==> src/rtl/spi_cfg_master.sv <==
// spi_cfg_master
//   SPI master used to configure ADC/DAC parts from the host register file.
//   Serialises spi_wdata MSB-first (bit [spi_rw_len] first) on a CPOL=0 sclk
//   towards one of two chip selects and, for read transfers, captures spi_sdi
//   into spi_rdata (chip 0) or spi_rdata1 (chip 1), right-aligned.
//
//   Optional feature macro: SPI_3WIRE_EN
//     defined   : reads longer than 16 bits release the shared sdio line
//                 (spi_sdio_oe = 0) after the 16-bit instruction phase.
//     undefined : spi_sdio_oe is tied to 1.
//
// Ports
//   clk, rstb          system clock, asynchronous active-low reset
//   spi_rw_len         transfer length minus one (1..32 bits)
//   spi_ch_sel         0 = csb[0] / spi_rdata, 1 = csb[1] / spi_rdata1
//   spi_d_rise_align   0: launch on sclk fall, sample on rise; 1: the reverse
//   spi_wdata          transmit word
//   spi_wr_en/rd_en    one-cycle start pulses (both together = read)
//   spi_sdi            serial data from the slave
//   spi_sclk/csb/sdo   SPI bus outputs
//   spi_sdio_oe        output enable for a shared sdio pad
//   spi_busy/done      transfer status
//   spi_rdata/rdata1   captured read data per chip
module spi_cfg_master #(
  parameter int CLK_DIV  = 4,
  parameter int CS_SETUP = 2,
  parameter int CS_HOLD  = 2
) (
  input  logic        clk,
  input  logic        rstb,
  input  logic [4:0]  spi_rw_len,
  input  logic        spi_ch_sel,
  input  logic        spi_d_rise_align,
  input  logic [31:0] spi_wdata,
  input  logic        spi_wr_en,
  input  logic        spi_rd_en,
  input  logic        spi_sdi,
  output logic        spi_sclk,
  output logic [1:0]  spi_csb,
  output logic        spi_sdo,
  output logic        spi_sdio_oe,
  output logic        spi_busy,
  output logic        spi_done,
  output logic [31:0] spi_rdata,
  output logic [31:0] spi_rdata1
);

  localparam int SETUP_CYC = CS_SETUP * CLK_DIV;
  localparam int HOLD_CYC  = CS_HOLD * CLK_DIV;

  typedef enum logic [2:0] {IDLE, SETUP, SHIFT, HOLD, DONE} state_t;

  state_t      state, next_state;
  logic [15:0] cnt;        // cycle counter within SETUP/HOLD, or within a half-period in SHIFT
  logic [6:0]  half;       // sclk half-period index during SHIFT (0 .. 2N-1)
  logic [4:0]  len;
  logic        ch;
  logic        align;
  logic        rd;
  logic [31:0] tx;         // current bit always sits in tx[31]
  logic [31:0] rx;
  logic [5:0]  bits;       // number of bits launched onto sdo so far

  logic start, active;
  logic div_last, setup_last, hold_last, half_last;
  logic rise_evt, fall_evt, launch_evt, sample_evt;

  assign start      = spi_wr_en | spi_rd_en;
  assign active     = (state == SETUP) || (state == SHIFT) || (state == HOLD);
  assign div_last   = (cnt == 16'(CLK_DIV - 1));
  assign setup_last = (cnt == 16'(SETUP_CYC - 1));
  assign hold_last  = (cnt == 16'(HOLD_CYC - 1));
  assign half_last  = (half == {1'b0, len, 1'b1});

  // sclk edges happen at half-period boundaries: even->odd is a rise, odd->even a fall.
  assign rise_evt   = (state == SHIFT) && div_last && !half[0];
  assign fall_evt   = (state == SHIFT) && div_last && half[0];
  // The closing fall of the last bit launches nothing; the last bit stays on sdo through HOLD.
  assign launch_evt = align ? rise_evt : (fall_evt && !half_last);
  assign sample_evt = align ? fall_evt : rise_evt;

  always_ff @(posedge clk or negedge rstb) begin
    if (!rstb) state <= IDLE;
    else       state <= next_state;
  end

  always_comb begin
    next_state = state;
    case (state)
      IDLE:    if (start) next_state = SETUP;
      SETUP:   if (setup_last) next_state = SHIFT;
      SHIFT:   if (div_last && half_last) next_state = HOLD;
      HOLD:    if (hold_last) next_state = DONE;
      DONE:    next_state = IDLE;
      default: next_state = IDLE;
    endcase
  end

  always_ff @(posedge clk or negedge rstb) begin
    if (!rstb) begin
      cnt  <= '0;
      half <= '0;
    end else begin
      if (state == IDLE || next_state != state || (state == SHIFT && div_last))
        cnt <= '0;
      else
        cnt <= cnt + 16'd1;
      if (state != SHIFT)
        half <= '0;
      else if (div_last)
        half <= half + 7'd1;
    end
  end

  always_ff @(posedge clk or negedge rstb) begin
    if (!rstb) begin
      len        <= '0;
      ch         <= 1'b0;
      align      <= 1'b0;
      rd         <= 1'b0;
      tx         <= '0;
      rx         <= '0;
      bits       <= '0;
      spi_rdata  <= '0;
      spi_rdata1 <= '0;
    end else begin
      if (state == IDLE && start) begin
        len   <= spi_rw_len;
        ch    <= spi_ch_sel;
        align <= spi_d_rise_align;
        rd    <= spi_rd_en;
        // Left-justify so bit [len] is the first one out.
        tx    <= spi_wdata << (5'd31 - spi_rw_len);
        rx    <= '0;
        // Fall-launch mode presents bit 0 from SETUP entry; rise-launch waits for the first rise.
        bits  <= spi_d_rise_align ? 6'd0 : 6'd1;
      end
      if (launch_evt) begin
        bits <= bits + 6'd1;
        if (bits != 6'd0) tx <= {tx[30:0], 1'b0};
      end
      if (sample_evt) rx <= {rx[30:0], spi_sdi};
      // Update on the edge into DONE so rdata is valid in the done cycle.
      if (state == HOLD && hold_last && rd) begin
        if (ch) spi_rdata1 <= rx;
        else    spi_rdata  <= rx;
      end
    end
  end

`ifdef SPI_3WIRE_EN
  logic oe;
  always_ff @(posedge clk or negedge rstb) begin
    if (!rstb)
      oe <= 1'b1;
    else if (state == HOLD && hold_last)
      oe <= 1'b1;
    else if (launch_evt && rd && bits == 6'd16)
      oe <= 1'b0;   // launching bit 16: instruction phase over, turn the line around
  end
  assign spi_sdio_oe = oe;
`else
  assign spi_sdio_oe = 1'b1;
`endif

  assign spi_sclk = (state == SHIFT) && half[0];
  assign spi_csb  = active ? (ch ? 2'b01 : 2'b10) : 2'b11;
  assign spi_sdo  = active && (bits != 6'd0) && tx[31];
  assign spi_busy = (state != IDLE);
  assign spi_done = (state == DONE);

endmodule

==> config.mk <==
export PLATFORM = sky130hd
export DESIGN_NAME = spi_cfg_master
export DESIGN_NICKNAME = d
export VERILOG_FILES = /design/src/rtl/spi_cfg_master.sv
export SDC_FILE = /design/constraint.sdc
export NUM_CORES = 1
export LEC_CHECK = 0
export CORE_MARGIN = 2
export CORE_UTILIZATION = 35
export DETAILED_ROUTE_END_ITERATION = 16
export HOLD_SLACK_MARGIN = 0.15
export PLACE_DENSITY_LB_ADDON = 0.1
export SETUP_SLACK_MARGIN = 0.15
export SLEW_MARGIN = 0
export SYNTH_ARGS = -nofsm -noshare
export SYNTH_HDL_FRONTEND = slang
export SYNTH_SLANG_ARGS = --single-unit
==> constraint.sdc <==
create_clock -name clk -period 3.15 [get_ports clk]
set_clock_uncertainty 0.1 [all_clocks]
set_input_delay 0.4725 -clock clk [delete_from_list [all_inputs] [get_ports clk]]
set_output_delay 0.4725 -clock clk [all_outputs]
set_load 0.03 [all_outputs]
==> results.md <==
* Drc violations at 0
* Synth unique cells at 72
* Hold buffer count at cts at 1
* Post-CTS setup buffers at 0
* Yosys warns at 0
* Die Area at roughly 0.027 mm^2
* Vias per cell at around 5.2
* Reg power frac at about two fifths
* Synth Cell Area at 0.008866 mm^2
* Area growth, synth to finish at 25.01%
* Mean cell area of the mapped netlist at roughly 11 um^2
* Number of fillers in the final layout at 2,411
* Vias post-DR at approximately 6,600
* # diodes at 0
* FF+latch count, synth at 168
* Setup TNS at 0 ns
* Top FF cell, synth: dfrtp_1
* Worst Path Max Fanout at 32
* CTS H-tree lvls at 4
* Comb pwr share at between 20% and 30%
* Die width at 163.2 um
* HPWL Detailed at 15,930 um
* Tightest Hold Check Type: register to register
* Slew Viols, Final at 0
* Worst slew pin tran at around 0.64 ns
* Post-route insts no fill at 1,265
* WP data required at between 3 and 4 ns
* Syn_nets at roughly 850
* # nets final at 970
* Row cnt at slightly below 60
* Post_cts resized at 0
* Startpoint Class: register
* P_sw at 0.002205 W
* Worst slew margin at a little under three fifths
* Largest net degree at the start of global routing at 65
* Fin crit period at roughly 2.7 ns
* Antenna Nets Post-Route at 0
* First-pass GRT wire length at roughly 37,000 um
* Worst min-delay path startpoint: cnt[0]$_DFF_PN0_
* Number of synthesized flops with an enable pin at 0
* Final setup fails at 0
* Peak supply drop at around 0.29 mV
* Share of layout cells above drive strength 1 at 15.72%
* Initial Util at a little over a third
* FF/Latch Area at 0.004204 mm^2
* Final WL at ~22,000 um
* Sequential cell area fraction in the yosys report at a little under half
* Maxcap violations at 0
* Later-pin clock latency in the skew report at 0.43 ns
* Drt first pass iters at 5
* IO Count at ~120
* Status: completed
* Net Sw Frac at ~34%
* Lkg Pwr at between 4 and 5 nW
* Number of global-route vias before repair at approximately 6,600
* Antenna violations before repair at 0
* Buffers added on ports at 113
* Cell count after placement at 1,232
* R2R cell count at 6
* Power density over the cells at slightly below 600 mW/mm^2
* Die height at 163.2 um
* R2r startpoint: cnt[10]$_DFF_PN0_
* Multi-input logic area at 0.004369 mm^2
* P_int at roughly 0.0043 W
* Core area at about 0.025 mm^2
* Critical path arrival at approximately 3.0 ns
* Clock Path Buffers at 2
* Clk pwr share at between 30% and 40%
* Root Driver: clkbuf_16
* Async SR Flop Fraction at 100.0%
* WL per Instance at around 18 um
* Setup crit end kind: register
* RSZ-0062 raised after global routing: false
* Clk sinks at between 150 and 200
* Initial drt markers at approximately 420
* Crit path from: cnt[10]$_DFF_PN0_
* Gate Count Post-Synth at between 800 and 900
* CTS tree: built
* Crit share post-route at 86.95%
* Gpl congestion at ~0.84
* Total congestion overflow at 0
* Final hold violation count at 0
* Fmax at 365.1 MHz
* WS Path Type: register to register
* Total GRT Usage at ~17%
* CTS buffer count at 17
* Hold path cells at 1
* Reg clk slew, reported paths at approximately 0.07 ns
[flip-flops by register name (all words and copies together), names as in the netlist]
| signal | count |
|---|---|
| len | 5 |
| cnt | 16 |
| rx | 32 |
| ch | 1 |
| spi_rdata | 32 |
| state | 3 |
| bits | 6 |
| rd | 1 |
| tx | 32 |
| align | 1 |
| half | 7 |
| spi_rdata1 | 32 |
[routing by layer]
metal	track usage [%]	part of all wire (%)	vias to the layer above
met5	0	0	-
met1	25.96	50	3286
li1	-	-	3135
met2	26.01	44	168
met4	5.109	1.6	0
met3	2.895	4.2	22
[logic make-up after synthesis]
kind of cell / count (synthesis) / synth area share (%)
AND/OR/NAND/NOR: 268 / 14.24
adder cells (fa/ha/maj): 4 / 0.5645
XOR/XNOR: 27 / 2.667
buffers and inverters: 67 / 3.486
multiplexers: 150 / 22.59
other: 1 / 0.04230
flip-flops: 168 / 47.42
AO/OA/AOI/OAI: 118 / 8.990
[worst paths after layout]
check / slack [ns] / to
worst max-delay path: 0.41 / tx[21]$_DFF_PN0_
worst min-delay path: 0.36 / cnt[0]$_DFF_PN0_
worst max register to register: 0.41 / tx[21]$_DFF_PN0_
worst min register to register: 0.36 / cnt[0]$_DFF_PN0_
max in group asynchronous: 1.67 / spi_rdata[13]$_DFFE_PN0P_
min in group asynchronous: 0.48 / spi_rdata1[8]$_DFFE_PN0P_
[critical path: stages (launching register included)]
cell and delay [ns]:
dfrtp_1 0.44, nor4_1 0.58, nand4_1 0.32, nor4_4 0.36, o211ai_2 0.13, buf_4 0.29, mux2_1 0.38
[power by group through the flow]
stage                     clock network (W)  logic (W)  registers, W
after global routing                0.00220    0.00192       0.00276
after CTS                           0.00211    0.00176       0.00272
after global placement                    0    0.00174       0.00276
after detailed placement                  0    0.00175       0.00275
final                               0.00205    0.00174       0.00272
after floorplan                           0    0.00109       0.00275
[Yosys cell counts, types with 5 or more instances]
master    instances  area, um^2
xnor2_1          17       148.9
o211ai_1          7       52.55
a21oi_1           6       30.03
mux2_1           61       686.9
inv_1            15       56.30
and3_1           10       62.56
xor2_1           10       87.58
mux2_2           36       405.4
buf_2            22       110.1
mux2i_1          22       220.2
a32o_1            7       70.07
and2_1            5       31.28
dfrtp_1         168        4204
clkbuf_1         22       82.58
o22ai_1           8       50.05
nand3_1          23       115.1
nand4_1           8       50.05
nor2_1           51       191.4
o21ai_1          16       80.08
nand2_1         122       457.9
o21ai_0          37       185.2
mux4_2           29       653.1
nor3_1            9       45.04
[per-stage QoR]
step	worst slack [ns]	cell area (um^2)	hold WS [ns]	total power (W)	util (%)
after floorplan	0.5772	8866	0.07691	0.003838	-
after global placement	0.1576	10490	0.3554	0.004503	41.91
after detailed placement	0.09199	10490	0.3617	0.004502	41.91
after CTS	0.4073	11080	0.3705	0.006588	44.27
after global routing	0.2674	11080	0.3871	0.006888	44.27
final	0.4111	11080	0.3604	0.006510	44.27
[area by class of cell]
cell class	count	share of cell area, %
multi-input cells	568	39.42
flip-flops and latches	168	37.93
repair buffers	150	13.11
clock buffers	17	3.838
well taps	330	3.725
clock inverters	15	1.400
inverters	17	0.5758
[cells in the final DEF, fill, tap and decap left out, types with 4 or more instances in the layout]
master and instances:
buf_4 32, o21ai_0 37, and3_1 10, inv_8 5
or3_1 4, xnor2_1 17, dfrtp_1 168, o22ai_1 8
buf_12 4, ha_1 4, mux2i_1 22, mux2_2 36
o21ai_1 16, or2_1 4, xor2_1 10, inv_1 15
nor3_1 9, and2_1 5, nand3_1 23, nor2b_1 4
a21oi_1 6, nand2b_1 4, mux2_1 61, nand4_1 8
nor4_1 4, nor2_1 50, a2bb2oi_1 4, nand2_1 121
clkbuf_16 17, clkdlybuf4s50_1 110, mux4_2 29, o211ai_1 7
a32o_1 7
(Power assumes the default switching activity.)
